<file path="config.mk">
export PLATFORM = sky130hd
export DESIGN_NAME = alu_op_pipe
export DESIGN_NICKNAME = d
export VERILOG_FILES = /design/src/rtl/alu_pkg.sv /design/src/rtl/pipe_slot.sv /design/src/rtl/alu_op_pipe.sv
export SDC_FILE = /design/constraint.sdc
export NUM_CORES = 1
export LEC_CHECK = 0
export BUFFER_PORTS_ARGS = -buffer_cell sky130_fd_sc_hd__buf_2
export CAP_MARGIN = 20
export CORE_ASPECT_RATIO = 1.2
export CORE_MARGIN = 2
export CORE_UTILIZATION = 40
export CTS_BUF_LIST = sky130_fd_sc_hd__clkbuf_8 sky130_fd_sc_hd__clkbuf_16
export DETAILED_ROUTE_END_ITERATION = 10
export GPL_TIMING_DRIVEN = 0
export PLACE_DENSITY = 0.77
export SLEW_MARGIN = 40
export SYNTH_ARGS = -nofsm -noshare
export SYNTH_HDL_FRONTEND = slang
export SYNTH_SLANG_ARGS = --single-unit
</file>
<file path="constraint.sdc">
create_clock -name clk -period 3.2 [get_ports clk]
set_input_delay 0.64 -clock clk [delete_from_list [all_inputs] [get_ports clk]]
set_output_delay 0.64 -clock clk [all_outputs]
set_load 0.02 [all_outputs]
</file>
<file path="src/rtl/alu_pkg.sv">
// alu_pkg: shared ALU width, mode and select-code constants
package alu_pkg;
    localparam int ALU_W = 16;
    localparam logic MODE_ARITH = 1'b0;
    localparam logic MODE_LOGIC = 1'b1;
    localparam logic [3:0] SEL_ADD    = 4'b1001;
    localparam logic [3:0] SEL_AND    = 4'b1011;
    localparam logic [3:0] SEL_XOR    = 4'b0110;
    localparam logic [3:0] SEL_PASS_A = 4'b1111;
    typedef logic [ALU_W-1:0] word_t;
endpackage

</file>
<file path="src/rtl/pipe_slot.sv">
// pipe_slot: one valid/ready register slot with flush, parameterised by payload width
// Ports: in_valid_i/in_ready_o/in_data_i upstream beat, out_valid_o/out_ready_i/out_data_o
// downstream beat, flush drops the held beat and blocks loading on that edge.
module pipe_slot #(
    parameter int W = 8
) (
    input  logic         clk,
    input  logic         rst,
    input  logic         flush,
    input  logic         in_valid_i,
    output logic         in_ready_o,
    input  logic [W-1:0] in_data_i,
    output logic         out_valid_o,
    input  logic         out_ready_i,
    output logic [W-1:0] out_data_o
);
    logic         valid_q, valid_d;
    logic [W-1:0] data_q, data_d;
    logic         push;
    always_comb begin
        in_ready_o  = !valid_q || out_ready_i;
        push        = in_valid_i && in_ready_o && !flush;
        valid_d     = !flush && (push || (valid_q && !out_ready_i));
        data_d      = push ? in_data_i : data_q;
        out_valid_o = valid_q;
        out_data_o  = data_q;
    end
    always_ff @(posedge clk) begin
        if (rst) begin
            valid_q <= 1'b0;
            data_q  <= '0;
        end else begin
            valid_q <= valid_d;
            data_q  <= data_d;
        end
    end
endmodule

</file>
<file path="src/rtl/alu_op_pipe.sv">
// alu_op_pipe: two-stage valid/ready pipeline around an external 16-bit ALU with chained carry flag
// Ports: in_* operation beat from the sequencer, alu_* operand/result link to the ALU,
// res_* captured result beat to writeback, carry_flag architectural carry, flush drops all.
module alu_op_pipe
    import alu_pkg::*;
#(
    parameter int TAG_W = 4
) (
    input  logic             clk,
    input  logic             rst,
    input  logic             flush,
    input  logic             in_valid,
    output logic             in_ready,
    input  logic [ALU_W-1:0] in_a,
    input  logic [ALU_W-1:0] in_b,
    input  logic [3:0]       in_select,
    input  logic             in_mode,
    input  logic             in_cin,
    input  logic             in_use_carry,
    input  logic [TAG_W-1:0] in_tag,
    output logic [ALU_W-1:0] alu_a,
    output logic [ALU_W-1:0] alu_b,
    output logic [3:0]       alu_select,
    output logic             alu_mode,
    output logic             alu_carry_in,
    input  logic [ALU_W-1:0] alu_result,
    input  logic             alu_carry_out,
    input  logic             alu_compare,
    output logic             res_valid,
    input  logic             res_ready,
    output logic [ALU_W-1:0] res_data,
    output logic             res_carry,
    output logic             res_compare,
    output logic             res_zero,
    output logic [TAG_W-1:0] res_tag,
    output logic             carry_flag
);
    localparam int OP_W  = 2*ALU_W + 7 + TAG_W;
    localparam int RES_W = ALU_W + 3 + TAG_W;
    logic             op_valid, s1_ready, s2_ready, advance;
    logic             op_cin, op_use_carry;
    logic [TAG_W-1:0] op_tag;
    logic             carry_q, carry_d;
    pipe_slot #(.W(OP_W)) u_s1 (
        .clk         (clk),
        .rst         (rst),
        .flush       (flush),
        .in_valid_i  (in_valid),
        .in_ready_o  (s1_ready),
        .in_data_i   ({in_a, in_b, in_select, in_mode, in_cin, in_use_carry, in_tag}),
        .out_valid_o (op_valid),
        .out_ready_i (s2_ready),
        .out_data_o  ({alu_a, alu_b, alu_select, alu_mode, op_cin, op_use_carry, op_tag})
    );
    pipe_slot #(.W(RES_W)) u_s2 (
        .clk         (clk),
        .rst         (rst),
        .flush       (flush),
        .in_valid_i  (op_valid),
        .in_ready_o  (s2_ready),
        .in_data_i   ({alu_result, alu_carry_out, alu_compare, alu_result == '0, op_tag}),
        .out_valid_o (res_valid),
        .out_ready_i (res_ready),
        .out_data_o  ({res_data, res_carry, res_compare, res_zero, res_tag})
    );
    always_comb begin
        advance      = op_valid && s2_ready;
        in_ready     = !flush && s1_ready;
        alu_carry_in = op_use_carry ? carry_q : op_cin;
        // Only arithmetic ops retire a carry; the op loaded on the same edge sees it next cycle.
        carry_d      = (advance && alu_mode == MODE_ARITH) ? alu_carry_out : carry_q;
        carry_flag   = carry_q;
    end
    always_ff @(posedge clk) begin
        if (rst || flush) carry_q <= 1'b0;
        else carry_q <= carry_d;
    end
endmodule

</file>
# == After elaboration in Yosys (flattened, before gate mapping) ==
# Cells that the tools add are included.
# op_classes
mux,1
n_bitwise,1
reduce_logical,21
# op_table
operator,n
16-bit logical NOT,1
1-bit logical AND,10
1-bit logical NOT,5
1-bit logical OR,5
1-bit 2-to-1 mux,1
1-bit NOT,1
# totals
out_inout_bits,64
regBits,69
elab_cells,28

# == Longest topological paths before layout ==
# logic_depth
ltp_word,7
depth_mapped,6
mapped_depth_nobuf,3

# == Modules after synthesis ==
# A second synthesis with hierarchy kept.
# unflattened
cells_unflattened,309
area_unflattened_um2,3224.3
# by_module_without_submodules
module,cells_each,n_inst,area_each_um2
pipe_slot at u_s1,192,1,2014.4
pipe_slot at u_s2,105,1,1092.3
alu_op_pipe,12,1,117.6

# == Worst setup path after synthesis ==
# No wires, ideal clock.
# synth_path
path_kind,input -> output
from,in res_ready
to,out in_ready
t_required_ns,2.560
arrival_time_ns,1.476
stages,4
setup_slack_ns,1.084
cell_sequence,and2b_1 -> buf_2 -> buf_2 -> a21oi_1
# synth_via
elab_chain_len,3
# synth_lines
item,line,source
start: declaration,alu_op_pipe.sv:30,"input logic res_ready,"
1-bit logical OR (2 in a row),pipe_slot.sv:21,in_ready_o = !valid_q || out_ready_i;
1-bit logical AND,alu_op_pipe.sv:68,in_ready = !flush && s1_ready;
end: declaration,alu_op_pipe.sv:13,"output logic in_ready,"
# Every way passes these cells.

# == Worst setup path in the final report ==
# Ends and elaborated chain as after synthesis.

==> results.py <==
metrics = {
    "worst_setup_path": {
        "worstSetupStartpoint": "res_ready",
        "worstPathMaxFanout": 10,
        "arrival_ps": 1630,
        "rrSetupSlack_ps": 1830,
        "crit_type": "in2out",
        "endpoint_kind": "primary output",
        "r2r-end": "u_s2.out_data_o[13]$_SDFFE_PP0P_",
        "r2r.worst_path.cells": 5,
        "worstPathRequired_ps": 2560,
        "r2r-start": "u_s1.out_valid_o$_SDFF_PP0_",
        "critPathCapture": "in_ready",
        "cp-start-kind": "input port",
    },
    "global_route": {
        "grt_use_total_pct": 17.9,
        "grt_pass1_vias": 2715,
        "overflow": 0,
        "grt_antenna_before_repair": 0,
        "top_usage_layer": "met2",
        "met1_usage_pct": 21.8,
        "use_met3_pct": 6.63,
        "grt_max_degree": 11,
        "grt_pass1_wl_um": 12400,
        "gr-usage-met2_pct": 28.8,
    },
    "final_layout": {
        "drive_gt1_share_pct": 33.8,
        "fin_nets": 522,
        "areaGrowthSynthToFinish_pct": 29.8,
        "final_util_pct": 53.2,
        "antennaDiodeCount": 0,
        "fin_area_sq_um": 4060,
    },
    "timing": {
        "worst_slew_pin_slew_ps": 497,
        "rsz0062_at_grt": "no",
        "period_share_pct": 70.8,
        "setup_viol": 0,
        "drv_slew": 0,
        "setup-tns-final_ps": 0,
        "timing.final.ws_setup_ps": 933,
        "max_slew_margin_pct": 66.8,
        "period_needed_ps": 2270,
        "finalClockSkew_ps": 5.21,
        "max_freq_mhz": 441,
        "finalHoldViolations": 0,
    },
    "cts": {
        "cts.clk_slew.worst_paths_ps": 70,
        "post_cts_buffers": 0,
        "cts_resized": 0,
        "htree_num_levels": 3,
        "clock_latency_ps": 330,
        "cts.sinks": 69,
        "cts_max_path_buffers": 2,
        "cts-root-buf": "clkbuf_8",
        "cts_tree": "done",
        "cts_hold_buffers": 0,
        "cts-buffers-inserted": 9,
    },
    "yosys": {
        "synth_flop_cell": "dfxtp_1",
        "synth_edf_count": 0,
        "synth_cell_type_count": 22,
        "synth_top_area_share_pct": 44.2,
        "synthCells": 318,
        "syn_area_sq_um": 3120,
        "yosysMostFrequentCell": "nand2b_1",
        "synthArstFlopShare_pct": 0,
        "synth-warning-count": 0,
        "ys_ff_latch": 69,
        "ys_seq_area_share_pct": 44.2,
        "synth_common_cells": "nand2b_1, dfxtp_1, mux2i_1",
        "synth_area_per_cell_sq_um": 9.82,
        "synthTopCellsByArea": "dfxtp_1, nand2b_1, mux2i_1",
        "syn-num-nets": 384,
        "yosysTopAreaCell": "dfxtp_1",
    },
    "power": {
        "ir_drop_mv": 0.244,
        "power.density_nw_per_um2": 451,
        "p_total_mw": 1.83,
        "p_leak_nw": 1.79,
    },
    "placement": {
        "portBuffers": 127,
        "place_congestion": 0.807,
        "place_area_sq_um": 3870,
        "dp_hpwl_um": 5700,
        "dp_slack_ps": 938,
    },
    "die": {
        "dieArea_sq_um": 8540,
        "rows": 35,
        "start_util_pct": 41.0,
        "die_h_um": 101,
        "die_x_um": 84.7,
        "core_area_sq_um": 7620,
        "num_io_pins": 130,
    },
    "route": {
        "dr_total_vias": 2797,
        "wl_per_cell_um": 13.7,
        "viasPerCell": 5.08,
        "drtPass1Iterations": 4,
        "drt_iter0_drc": 71,
        "routed_wl_um": 7530,
        "drc_errors": 0,
        "drtAntennaViolNets": 0,
    },
    "status": {
        "outcome": "finished clean",
    },
    "worst_hold_path": {
        "hold_class": "reg2reg",
        "holdCritStartpoint": "u_s1.out_data_o[42]$_SDFFE_PP0P_",
    },
    "flow_run": {
        "drv_cap": 0,
    },
}
## through the flow
stage,std cells,hold WS [ps]
2_1_floorplan,318,445
3_3_place_gp,537,450
3_5_place_dp,537,458
4_1_cts,551,473
5_1_grt,551,486
6_report,551,468
## per-layer routing
metal	wire length [um]	share of wire, %
met1	3130	41
met2	3580	48
met3	723	9.6
met4	103	1.4
met5	0	0
## state kept, by name, summed over array words and instances (netlist names)
register / flops
carry_flag: 1
u_s1.out_data_o: 43
u_s2.out_valid_o: 1
u_s2.out_data_o: 23
u_s1.out_valid_o: 1
## cells in the final DEF, fill, tap and decap left out
| cell type | instances |
|---|---|
| clkinv_2 | 1 |
| nor3_1 | 2 |
| inv_1 | 2 |
| nand2b_1 | 86 |
| buf_12 | 4 |
| nand4_1 | 23 |
| a21oi_1 | 24 |
| and2b_1 | 1 |
| nand4b_1 | 1 |
| mux2i_1 | 43 |
| buf_4 | 1 |
| o211a_1 | 1 |
| o31ai_1 | 23 |
| a211oi_1 | 3 |
| nand2b_4 | 1 |
| buf_1 | 2 |
| mux2_1 | 1 |
| buf_2 | 133 |
| clkbuf_8 | 10 |
| a31oi_1 | 1 |
| inv_2 | 2 |
| clkbuf_1 | 18 |
| dfxtp_1 | 69 |
| nor4_1 | 4 |
| buf_6 | 2 |
| bufinv_16 | 1 |
## area by class of cell
cell class	instances	area [sq um]
Fill cell	708	3560
Multi-Input combinational cell	214	1520
Sequential cell	69	1380
Timing Repair Buffer	127	636
Buffer	33	215
Clock buffer	10	138
Tap cell	92	115
Clock inverter	4	42.5
Inverter	2	7.51
## power by group
group	internal [mW]	switching [mW]	total (mW)
Clock	0.366	0.294	0.660
Combinational	0.118	0.141	0.259
Sequential	0.893	0.0178	0.911
Total	1.38	0.453	1.83
## worst max-delay path, stage by stage
cell	delay, ps
buf_2	100
and2b_1	170
buf_2	180
buf_2	250
a21oi_1	90
buf_2	180
## worst min path at each step
stage / to / slack (ps) / cells past startpoint
after floorplan: u_s1.out_data_o[5]$_SDFFE_PP0P_ / 440 / 2
after global placement: u_s2.out_data_o[8]$_SDFFE_PP0P_ / 450 / 2
after detailed placement: u_s1.out_data_o[24]$_SDFFE_PP0P_ / 460 / 2
after CTS: u_s2.out_data_o[22]$_SDFFE_PP0P_ / 470 / 2
after global routing: u_s2.out_data_o[12]$_SDFFE_PP0P_ / 490 / 2
final: u_s1.out_data_o[42]$_SDFFE_PP0P_ / 470 / 2
## cells by family (layout without fill, tap and decap cells)
| logic type | after synthesis | in the layout | share of synthesized area, % |
|---|---|---|---|
| buf+inv | 35 | 176 | 7.13 |
| mux | 44 | 44 | 14.1 |
| compound gates | 52 | 52 | 10.6 |
| flops | 69 | 69 | 44.2 |
| simple gates | 118 | 118 | 23.9 |
No activity file was read; power rests on OpenSTA's default activity.
